--- src/rtl/booth_divider_signed.sv ---
// Sequential signed divider, radix-2 non-restoring on operand magnitudes.
// Quotient truncates toward zero; the remainder takes the sign of the dividend.
module booth_divider_signed #(
    parameter int WIDTH = 8
) (
    input  logic             clk,
    input  logic             rst,
    input  logic             start,
    input  logic [WIDTH-1:0] dividend,
    input  logic [WIDTH-1:0] divisor,
    output logic [WIDTH-1:0] quotient,
    output logic [WIDTH-1:0] remainder,
    output logic             busy,
    output logic             done,
    output logic             div_by_zero,
    output logic             overflow
);

    localparam int CW = $clog2(WIDTH) + 1;
    localparam logic [CW-1:0] LAST = CW'(WIDTH - 1);

    localparam logic [1:0] S_IDLE = 2'd0;
    localparam logic [1:0] S_ITER = 2'd1;
    localparam logic [1:0] S_FIX  = 2'd2;
    localparam logic [1:0] S_DONE = 2'd3;

    logic [1:0]       state;
    logic [CW-1:0]    cnt;
    logic [WIDTH:0]   a_r;
    logic [WIDTH-1:0] q_r;
    logic [WIDTH-1:0] m_r;
    logic             sq;
    logic             sr;
    logic             ovf_cap;

    logic [WIDTH-1:0] abs_dvd;
    logic [WIDTH-1:0] abs_dvs;
    logic             is_ovf;
    logic [WIDTH:0]   m_ext;
    logic [WIDTH:0]   a_sh;
    logic [WIDTH:0]   a_step;
    logic [WIDTH:0]   a_fix;

    assign abs_dvd = dividend[WIDTH-1] ? -dividend : dividend;
    assign abs_dvs = divisor[WIDTH-1] ? -divisor : divisor;
    assign is_ovf  = (dividend == {1'b1, {(WIDTH-1){1'b0}}}) && (divisor == '1);

    assign m_ext  = {1'b0, m_r};
    assign a_sh   = {a_r[WIDTH-1:0], q_r[WIDTH-1]};
    // Sign of the partial remainder selects restore-by-add or subtract
    assign a_step = a_r[WIDTH] ? (a_sh + m_ext) : (a_sh - m_ext);
    assign a_fix  = a_r[WIDTH] ? (a_r + m_ext) : a_r;

    assign busy = (state == S_ITER) || (state == S_FIX);
    assign done = (state == S_DONE);

    always_ff @(posedge clk) begin
        if (rst) begin
            state       <= S_IDLE;
            cnt         <= '0;
            a_r         <= '0;
            q_r         <= '0;
            m_r         <= '0;
            sq          <= 1'b0;
            sr          <= 1'b0;
            ovf_cap     <= 1'b0;
            quotient    <= '0;
            remainder   <= '0;
            div_by_zero <= 1'b0;
            overflow    <= 1'b0;
        end else begin
            unique case (state)
                S_IDLE: begin
                    if (start) begin
                        if (divisor == '0) begin
                            quotient    <= '1;
                            remainder   <= dividend;
                            div_by_zero <= 1'b1;
                            overflow    <= 1'b0;
                            state       <= S_DONE;
                        end else begin
                            q_r     <= abs_dvd;
                            m_r     <= abs_dvs;
                            a_r     <= '0;
                            sq      <= dividend[WIDTH-1] ^ divisor[WIDTH-1];
                            sr      <= dividend[WIDTH-1];
                            ovf_cap <= is_ovf;
                            cnt     <= '0;
                            state   <= S_ITER;
                        end
                    end
                end
                S_ITER: begin
                    a_r <= a_step;
                    q_r <= {q_r[WIDTH-2:0], ~a_step[WIDTH]};
                    cnt <= cnt + 1'b1;
                    if (cnt == LAST) state <= S_FIX;
                end
                S_FIX: begin
                    a_r         <= a_fix;
                    quotient    <= sq ? -q_r : q_r;
                    remainder   <= sr ? -a_fix[WIDTH-1:0] : a_fix[WIDTH-1:0];
                    overflow    <= ovf_cap;
                    div_by_zero <= 1'b0;
                    state       <= S_DONE;
                end
                S_DONE: state <= S_IDLE;
                default: state <= S_IDLE;
            endcase
        end
    end

endmodule

--- config.mk ---
export PLATFORM = sky130hd
export DESIGN_NAME = booth_divider_signed
export DESIGN_NICKNAME = d
export VERILOG_FILES = /design/src/rtl/booth_divider_signed.sv
export SDC_FILE = /design/constraint.sdc
export NUM_CORES = 1
export LEC_CHECK = 0
export ABC_AREA = 1
export BUFFER_PORTS_ARGS = -buffer_cell sky130_fd_sc_hd__buf_2
export CAP_MARGIN = 20
export CORE_MARGIN = 2
export CORE_UTILIZATION = 60
export DETAILED_ROUTE_END_ITERATION = 6
export GPL_ROUTABILITY_DRIVEN = 1
export PLACE_DENSITY = 0.81
export SYNTH_ARGS = -nofsm -noshare
export SYNTH_HDL_FRONTEND = slang
export SYNTH_SLANG_ARGS = --single-unit
export TNS_END_PERCENT = 20
--- constraint.sdc ---
create_clock -name clk -period 5.5 [get_ports clk]
set_clock_uncertainty 0.15 [all_clocks]
set_input_delay 0.825 -clock clk [delete_from_list [all_inputs] [get_ports clk]]
set_output_delay 0.825 -clock clk [all_outputs]
set_load 0.05 [all_outputs]
# Yosys cells after proc, flatten, opt, wreduce, memory -nomap -nowiden
# Index checks and enable logic that the tools add are counted.
op_classes:
  n_addsub: 8
  eq_ne: 10
  n_mux: 31
  bitwise: 3
  reduce_logical: 12
ops:
  columns: ["op", "n"]
  rows:
  - ["8-bit 2-to-1 mux", 10]
  - ["8-bit one-hot mux with 2 select lines", 3]
  - ["9-bit 2-to-1 mux", 4]
  - ["8-bit negator", 4]
  - ["9-bit one-hot mux with 3 select lines", 1]
  - ["9-bit by 8-bit adder with 9-bit output", 2]
  - ["8-bit equality test, second input constant", 2]
  - ["3-bit AND reduction", 4]
  - ["9-bit by 8-bit subtractor with 9-bit output", 1]
  - ["8-bit logical NOT", 1]
  - ["4-bit 2-to-1 mux", 2]
  - ["2-bit one-hot mux with 4 select lines", 1]
  - ["4-bit one-hot mux with 2 select lines", 1]
  - ["2-bit 2-to-1 mux", 3]
  - ["2-bit inequality test, second input constant", 3]
  - ["4-bit by 1-bit adder with 4-bit output, second input constant", 1]
  - ["2-bit equality test, second input constant", 2]
  - ["4-bit by 3-bit equality test with 1-bit output, second input constant", 1]
  - ["1-bit 2-to-1 mux", 4]
  - ["1-bit one-hot mux with 2 select lines", 2]
  - ["2-bit nonzero test", 2]
  - ["3-bit nonzero test", 1]
  - ["2-bit by 1-bit equality test with 1-bit output, second input constant", 1]
  - ["2-bit logical NOT", 1]
  - ["6 further kinds", 7]
totals:
  regBits: 52
  inputBits: 19
  word_cells: 76

# Depth between registers and ports, before layout
# Gate-level depths: netlist of the first run.
depth:
  ltp_word: 5
  depth_mapped: 19
  ltp_nobuf: 19

# Worst setup path before layout of the first run
# No wires, ideal clock.
synth_path:
  kind: "register to register"
  startpoint: "reg m_r[1]"
  endpoint: "reg a_r[6]"
  setup_time_ps: 71
  arrival_time_ps: 2250
  required_ps: 5279
  path_slack_ps: 3029
  stages_incl_launch_ff: 18
  period_less_slack_ps: 2471
  path_cell_list: "dfxtp_1 inv_1 ha_1 inv_1 o21ai_0 inv_1 fa_1 nor2_1 o21ai_0 nand2_1 nand2_1 nand2_1 nand2_1 nand2_1 nor2_1 o21ai_0 nand2_1 a21oi_1"
synth_between:
  elab_chain_cells: 3
synth_lines:
  columns: ["item", "line_no", "text"]
  rows:
  - ["from (decl)", "31", "logic [WIDTH-1:0] m_r;"]
  - ["from (signal assigned)", "83", "m_r <= abs_dvs;"]
  - ["9-bit by 8-bit adder with 9-bit output, or another cell as far along", "52", "assign a_fix = a_r[WIDTH] ? (a_r + m_ext) : a_r;"]
  - ["9-bit 2-to-1 mux (on tied branches)", "52, 51", null]
  - ["9-bit one-hot mux with 3 select lines (*)", "72", "unique case (state)"]
  - ["to (signal assigned)", "94", "a_r <= a_step;"]
  - ["to (signal assigned)", "100", "a_r <= a_fix;"]
  - ["to (decl)", "29", "logic [WIDTH:0] a_r;"]
# Every way passes the cells marked *; elsewhere a longest branch is shown, timed or not.
# A chain may end at the register's enable or synchronous reset.

# Worst setup path in the final report of the first run
layout_path:
  startpoint: "reg a_r[8]"
  endpoint: "reg a_r[6]"
layout_between:
  elab_chain_cells: 2
layout_lines:
  columns: ["item", "line_no"]
  rows:
  - ["9-bit 2-to-1 mux (on tied branches)", "52, 51"]
  - ["9-bit one-hot mux with 3 select lines (*)", "72"]
# Marked as above.

==> key figures, run 1 <==
Clock tree
  – Number of buffers created by CTS: 5
  – Setup Fix Bufs, Post-CTS: 0
  – # hold bufs at CTS: 0
  – Bufs on Longest Clock Path: 2
  – H-Tree Depth: 2
  – Clock root buffer: clkbuf_8
  – Resized Gates After CTS: 0
  – Worst-Skew Late Latency: 0.31 ns
  – CTS tree: done
  – Clock transition at path regs: 0.10 ns
  – Clk sinks: 52

Worst hold path
  – Startpoint of the worst hold path: remainder[7]
  – Worst hold stages: 2
  – WHS Endpoint: remainder[7]
  – Hold WC Path Type: reg -> reg

Place
  – Dpl hpwl: 7430 um
  – I/O Buffers: 38
  – Post-DP Area: slightly below 4000 um^2
  – Final Wtd Congestion: 0.991

Floorplan
  – Initial Util: 62.7%
  – Num rows: 28
  – Area of the die: 6910 um^2
  – Die Span Y: 83.1 um
  – Die W: 83.1 um
  – Core Region: 5990 um^2
  – IO Pins: 39

Synthesis
  – Synth Area in Compound Gates: a little under a quarter
  – XOR/XNOR Fraction of Synth Area: 4.90%
  – #FFs+latches synth: 52
  – Simple-gate share of the synthesized area: 24.7%
  – Yosys warnings: 0
  – Mux cell area share after synthesis: 0%
  – Synth Area in Adders: 10.7%
  – Syn Inst Count: 559
  – Mapped cell area: 3760 um^2
  – Synth unique cells: 40
  – Largest family of logic cells by synthesized area: simple AND/OR/NAND/NOR gates
  – Synth Area per Inst: about 6.7 um^2
  – Register area share after synthesis: 27.7%
  – Main flop type after synthesis: dfxtp_1
  – Ys async rst share: 0%
  – EDFF count, synth: 0
  – Mapped Nets: 609

Finish
  – Final Cell Area: 4050 um^2
  – Share of cells above drive strength 1: 10.6%
  – Ant. Diodes: 0
  – Nets: 636
  – P&R area growth vs syn: 7.73%

STA
  – Sum Neg Setup Slack: 0 ns
  – Final slew viol count: 0
  – Slew margin rel.: 44.3%
  – Slew @ Worst Pin: roughly 0.83 ns
  – Final setup viols: 0
  – Max Fclk: between 300 and 400 MHz
  – Final min period: 2.92 ns
  – RSZ-0062 raised after global routing: no
  – Final Hold Viols: 0
  – Period utilization: 53.0%

Critical path
  – CP endpoint kind: flop
  – CP most frequent cell: nand2_1
  – Crit-path cells: inv_1 > o21ai_0 > o22ai_1 > ha_1 > inv_1 > nor2_1 > o21ai_0 > nand2_1 > nand2_1 > nand2_1 > nand2_1 > nand2_1 > nand2_1 > nand2_1 > o21ai_0 > nand2_1 > a21oi_1
  – Worst Path Required: ~5.6 ns
  – Crit path kind: reg -> reg
  – Crit path max fanout: 16
  – FF-to-FF End: a_r[6]
  – Crit path max-delay family: flip-flops
  – Slowest cell on crit path: dfxtp_1
  – Reg-to-Reg Start: a_r[8]
  – Critical path buffers and inverters: 2
  – Worst R2R Path Depth: 17
  – Reg2Reg Setup Slack: 2.58 ns
  – Crit path launch: a_r[8]
  – Critical path's largest stage delay: 0.71 ns
  – Worst setup SP type: flop
  – Critical path data arrival time: 3.02 ns

Power and ir drop
  – Power per cell area: around 480 nW/um^2
  – VDD IR max: around 0.46 mV
  – LEAKAGE: 1.89 nW

Global routing
  – Antenna violations before repair: 0
  – Vias in the first global route: 3,425
  – First-pass GRT wire length: between 15,000 and 20,000 um
  – Gr ovfl total: 0
  – Total track usage: ~29%
  – Largest net degree at the start of global routing: 34

Drt
  – Drt total wl: 9630 um
  – Post-route ant nets: 0
  – DR iter-0 viols: around 210
  – DR WL/cell: about 15 um
  – Vias per cell: 5.70
  – 1st-pass router iterations: 5
  – Vias: 3,772
  – Drt drc: 0

Outcome
  – Run status: complete, no violations

Run
  – Max Cap Viol: 0
## per-stage QoR
stage | std cells | hold slack (ns) | total power, mW | setup slack (ns) | utilization [%]
floorplan | 559 | 0.310 | 1.46 | 3.03 | -
global placement | 654 | 0.306 | 1.67 | 2.57 | 65.9
detailed placement | 654 | 0.307 | 1.69 | 2.47 | 65.9
CTS | 662 | 0.322 | 1.93 | 2.67 | 67.5
global route | 662 | 0.334 | 2.12 | 2.25 | 67.5
finish | 662 | 0.322 | 1.94 | 2.58 | 67.5
## where the power goes
| part | switching, mW | total, mW | internal, mW |
|---|---|---|---|
| Clock | 0.138 | 0.232 | 0.0936 |
| Sequential | 0.104 | 0.576 | 0.472 |
| Combinational | 0.774 | 1.13 | 0.358 |
## worst register-to-register path, delay by kind of cell, from the launching register on
kind / cells / cell delay [ns]
AOI/OAI and AO/OA: 5 / 0.67
buffers and inverters: 2 / 0.44
and+or+nand+nor: 9 / 0.56
adders and majority gates: 1 / 0.32
DFF: 1 / 0.71
## cells in the mapped netlist, drive strengths merged (3+ instances only)
cell type	count	area share, %
nand2	117	12
inv	66	6.6
a21oi	62	8.9
o21ai	61	8.2
dfxtp	52	28
nor2	43	4.5
ha	29	9.7
nand3	29	3.9
xor2	17	4.0
nor3	15	2.4
clkbuf	10	1.0
a31oi	8	1.3
buf	8	1.4
o22ai	6	1.0
nand4	5	0.83
a211oi	4	0.93
or2	4	0.67
xnor2	4	0.93
a22oi	3	0.73
## sequential cells by signal, indices dropped and copies added (netlist names)
signal	flops
sr	1
state	2
remainder	8
m_r	8
div_by_zero	1
cnt	4
ovf_cap	1
q_r	8
a_r	9
quotient	8
sq	1
overflow	1
## cells by family (layout without fill, tap and decap cells)
logic type      Yosys count  in the layout
simple gates            217            217
compound gates          152            152
buf+inv                  86            114
flops                    52             52
fa+ha+maj                31             31
xor+xnor                 21             21
## worst max path at each step
stage,endpoint,slack (ns),cells after the start
2_1_floorplan,a_r[6],3.03,17
3_3_place_gp,a_r[1],2.57,12
3_5_place_dp,a_r[1],2.47,12
4_1_cts,a_r[6],2.67,17
5_1_grt,a_r[6],2.25,17
6_report,a_r[6],2.58,17
## layer usage
metal	vias up	routed length, um	global-route usage, %
met5	-	0	0
met4	0	156	7.75
met3	15	605	5.57
met2	120	4340	46.1
met1	1713	4520	39.4
li1	1924	-	-
## final cells by class
class / instances / area (um^2)
Tap cell: 75 / 93.8
Multi-Input combinational cell: 421 / 2370
Sequential cell: 52 / 1040
Clock buffer: 5 / 68.8
Clock inverter: 3 / 27.5
Fill cell: 541 / 1940
Timing Repair Buffer: 38 / 190
Inverter: 68 / 255
## cells in the final DEF (no fill, tap or decap), types with 5 or more instances in the layout
master / netlist / layout
a21oi_1: 60 / 60
a31oi_1: 8 / 8
buf_2: 6 / 38
clkbuf_8: 0 / 5
dfxtp_1: 52 / 52
ha_1: 29 / 29
inv_1: 64 / 64
nand2_1: 117 / 117
nand3_1: 29 / 29
nand4_1: 5 / 5
nor2_1: 40 / 40
nor3_1: 13 / 13
o21ai_0: 56 / 56
o22ai_1: 6 / 6
xor2_1: 17 / 17
(Power assumes the default switching activity.)
==> inputs of run 2 (changes only) <==
--- a/config.mk
+++ b/config.mk
@@ -5,14 +5,14 @@
 export SDC_FILE = /design/constraint.sdc
 export NUM_CORES = 1
 export LEC_CHECK = 0
-export ABC_AREA = 1
+export ABC_AREA = 0
 export BUFFER_PORTS_ARGS = -buffer_cell sky130_fd_sc_hd__buf_2
 export CAP_MARGIN = 20
 export CORE_MARGIN = 2
-export CORE_UTILIZATION = 60
+export CORE_UTILIZATION = 54
 export DETAILED_ROUTE_END_ITERATION = 6
 export GPL_ROUTABILITY_DRIVEN = 1
-export PLACE_DENSITY = 0.81
+export PLACE_DENSITY = 0.77
 export SYNTH_ARGS = -nofsm -noshare
 export SYNTH_HDL_FRONTEND = slang
 export SYNTH_SLANG_ARGS = --single-unit
==> constraint.sdc (replaced) <==
create_clock -name clk -period 2.4 [get_ports clk]
set_clock_uncertainty 0.15 [all_clocks]
set_input_delay 0.36 -clock clk [delete_from_list [all_inputs] [get_ports clk]]
set_output_delay 0.36 -clock clk [all_outputs]
set_load 0.05 [all_outputs]
==> key figures, run 2 <==
Place
  – Dpl hpwl: 8150 um (+9.7%)
  – Final Wtd Congestion: 0.973 (-1.8%)
  – I/O Buffers: 38 (unchanged)
  – Cell count after placement: 635 (-2.9%)
  – Post-DP Area: 4530 um^2 (+15%)
  – DP Worst Slack: -0.274 ns (-2.75 ns)

Power and ir drop
  – LEAKAGE: 2.10 nW (+11%)
  – VDD IR max: 1.17 mV (+160%)
  – Power per cell area: 1120 nW/um^2 (+130%)
  – Total power: 5.38 mW (+180%)

Global routing
  – Gr ovfl total: 0 (unchanged)
  – First-pass GRT wire length: 17,100 um (+4.2%)
  – Vias in the first global route: 3,622 (+5.8%)
  – Antenna violations before repair: 0 (unchanged)
  – Largest net degree at the start of global routing: 30 (-12%)
  – Total track usage: 28.4% (-0.25 points)

Floorplan
  – Die W: 87.4 um (+5.2%)
  – Core Region: 6760 um^2 (+13%)
  – Die Span Y: 87.4 um (+5.2%)
  – Area of the die: 7640 um^2 (+11%)
  – Num rows: 30 (+7.1%)
  – Initial Util: 55.6% (-7.1 points)
  – IO Pins: 39 (unchanged)

Drt
  – Drt total wl: 10,900 um (+13%)
  – Top layer in use: met4
  – DR WL/cell: 16.8 um (+16%)
  – Vias per cell: 5.96 (+4.7%)
  – Metal-1 WL: 4650 um (+2.8%)
  – DR iter-0 viols: 316 (+49%)
  – Vias: 3,870 (+2.6%)
  – 1st-pass router iterations: 5 (unchanged)
  – DR WL met3: 823 um (+36%)
  – Met2 routed WL: 5110 um (+18%)
  – Post-route ant nets: 0 (unchanged)
  – Drt drc: 0 (unchanged)

Synthesis
  – Largest family of logic cells by synthesized area: compound AO/OA/AOI/OAI gates
  – Main flop type after synthesis: dfxtp_1
  – Area fraction of the dominant cell type after synthesis: 27.7% (about the same)
  – Mapped cell area: 3760 um^2 (about the same)
  – Synth Area in Compound Gates: 22.6% (-0.17 points)
  – Yosys warnings: 0 (unchanged)
  – EDFF count, synth: 0 (unchanged)
  – Mapped Nets: 523 (-14%)
  – Synth Area in Adders: 10.7% (about the same)
  – Synth Area per Inst: 7.94 um^2 (+18%)
  – Register area share after synthesis: 27.7% (about the same)
  – Simple-gate share of the synthesized area: 19.8% (-4.9 points)
  – Synth top area cells: dfxtp_1 (28%), ha_1 (9.7%), nor2_1 (6.8%)
  – Top-count cell post-synth: nor2_1
  – Top cell type by total area after synthesis: dfxtp_1
  – Mux cell area share after synthesis: 5.66% (+5.7 points)
  – Syn Inst Count: 473 (-15%)
  – Synth unique cells: 55 (+38%)
  – #FFs+latches synth: 52 (unchanged)
  – Synth top cells by count: nor2_1 (68), dfxtp_1 (52), nand2_1 (45)
  – Ys async rst share: 0% (unchanged)
  – XOR/XNOR Fraction of Synth Area: 8.62% (+3.7 points)

Critical path
  – Crit path max fanout: 2 (-14)
  – Crit-path cells: or3_4 > nor3b_4 > nor2_1 > xor2_1 > ha_1 > or2_4 > a21oi_2 > a21oi_2 > xnor2_1 > or3_1 > a21oi_1
  – Worst R2R Path Depth: 11 (-6)
  – CP most frequent cell: a21oi_2
  – Critical path's largest stage delay: 0.40 ns (-0.31 ns)
  – Reg-to-Reg Start: m_r[4]
  – CP endpoint kind: flop
  – Worst Path Required: 2.50 ns (-3.10 ns)
  – Critical path data arrival time: 2.78 ns (-0.24 ns)
  – Worst setup SP type: flop
  – Crit path kind: reg -> reg
  – Crit path launch: m_r[4]
  – Slowest cell on crit path: or3_4

STA
  – Final min period: 2.68 ns (-0.241 ns)
  – Slew margin rel.: 60.4% (+16 points)
  – Final Hold Viols: 0 (unchanged)
  – RSZ-0062 raised after global routing: yes
  – Final slew viol count: 0 (unchanged)
  – Final setup viols: 12 (+12)
  – Period utilization: 111% (+58 points)
  – Worst setup margin: -0.276 ns (-2.86 ns)
  – Slew @ Worst Pin: 0.595 ns (-0.240 ns)
  – Max Fclk: 374 MHz (+9.0%)

Clock tree
  – Clock transition at path regs: 0.11 ns (about the same)
  – Bufs on Longest Clock Path: 2 (unchanged)
  – # hold bufs at CTS: 0 (unchanged)
  – CTS tree: done
  – Worst-Skew Late Latency: 0.32 ns (about the same)
  – Clk sinks: 52 (unchanged)
  – H-Tree Depth: 2 (unchanged)
  – Clock root buffer: clkbuf_8
  – Number of buffers created by CTS: 5 (unchanged)

Worst hold path
  – Worst hold stages: 3 (+1)
  – Hold WC Path Type: in -> reg
  – Startpoint of the worst hold path: start

Finish
  – Most common cell after layout, fill and taps aside: buf_4
  – FILL cells: 529 (-2.2%)
  – Ant. Diodes: 0 (unchanged)
  – Most flops, register: a_r
  – Nets: 618 (-2.8%)
  – Max reg flops: 9 (unchanged)
  – P&R area growth vs syn: 27.9%
  – Most frequent cells in the layout: buf_4 (68), nor2_1 (66), dfxtp_1 (48)
  – Final Cell Area: 4800 um^2 (+19%)
  – Share of cells above drive strength 1: 28.1% (+18 points)
  – Final Non-Filler Cells: 649 (-2.0%)

Run
  – Max Cap Viol: 0 (unchanged)

Outcome
  – Run status: finished, violations left
  – Failing checks: negative setup slack
run 2: final timing paths:
path	endpoint	slack [ns]
worst max register to register	a_r[8]	-0.28
worst max-delay path	a_r[8]	-0.28
worst min-delay path	div_by_zero	0.24
worst min register to register	div_by_zero	0.32
run 2: where the power goes:
part	switching (mW)	internal [mW]
Combinational	2.04	1.56
Clock	0.325	0.210
Sequential	0.188	1.06
Total	2.55	2.83
run 2: area by class of cell:
cell class                 count  area [um^2]  area share (%)
inverter                      22         82.6            1.72
tap                           80          100            2.08
clock inverter                 3         22.5           0.469
sequential                    52         1050            21.8
timing repair buffer         111          792            16.5
multi-input combinational    376         2690            56.0
clock buffer                   5         68.8            1.43
run 2: kinds of logic (layout without fill, tap and decap cells):
kind of cell / Yosys count / after routing
simple gates: 163 / 163
compound gates: 124 / 124
flops: 52 / 52
buf+inv: 45 / 141
xor+xnor: 37 / 37
fa+ha+maj: 31 / 31
mux: 21 / 21
run 2: metal layers:
metal	vias to the layer above	GRT usage, %
met5	-	0
met2	170	46.5
met1	1800	38.4
li1	1866	-
met4	0	9.93
met3	34	3.79
run 2: critical path, delay by kind of cell (launching register included):
family                     cells  cell delay (ns)
DFF                            1             0.33
and+or+nand+nor                5             1.22
xor gates and xnor gates       2             0.35
AOI/OAI and AO/OA              3             0.29
adders and majority gates      1             0.28
run 2: through the flow:
stage	hold WS (ns)	TNS [ns]	util, %
after floorplan	0.299	-0.337	-
after global placement	0.303	-1.44	67.0
after detailed placement	0.309	-3.12	67.0
after CTS	0.236	-1.26	70.4
after global routing	0.237	-3.31	71.1
final	0.242	-1.50	71.1
run 2: what timing repair did:
| item | 4_1_cts | 5_1_grt |
|---|---|---|
| gates resized for setup | 27 | 8 |
| endpoints found under the setup margin | 13 | 15 |
| pin swaps | 18 | 5 |
| setup buffers | 5 | 1 |
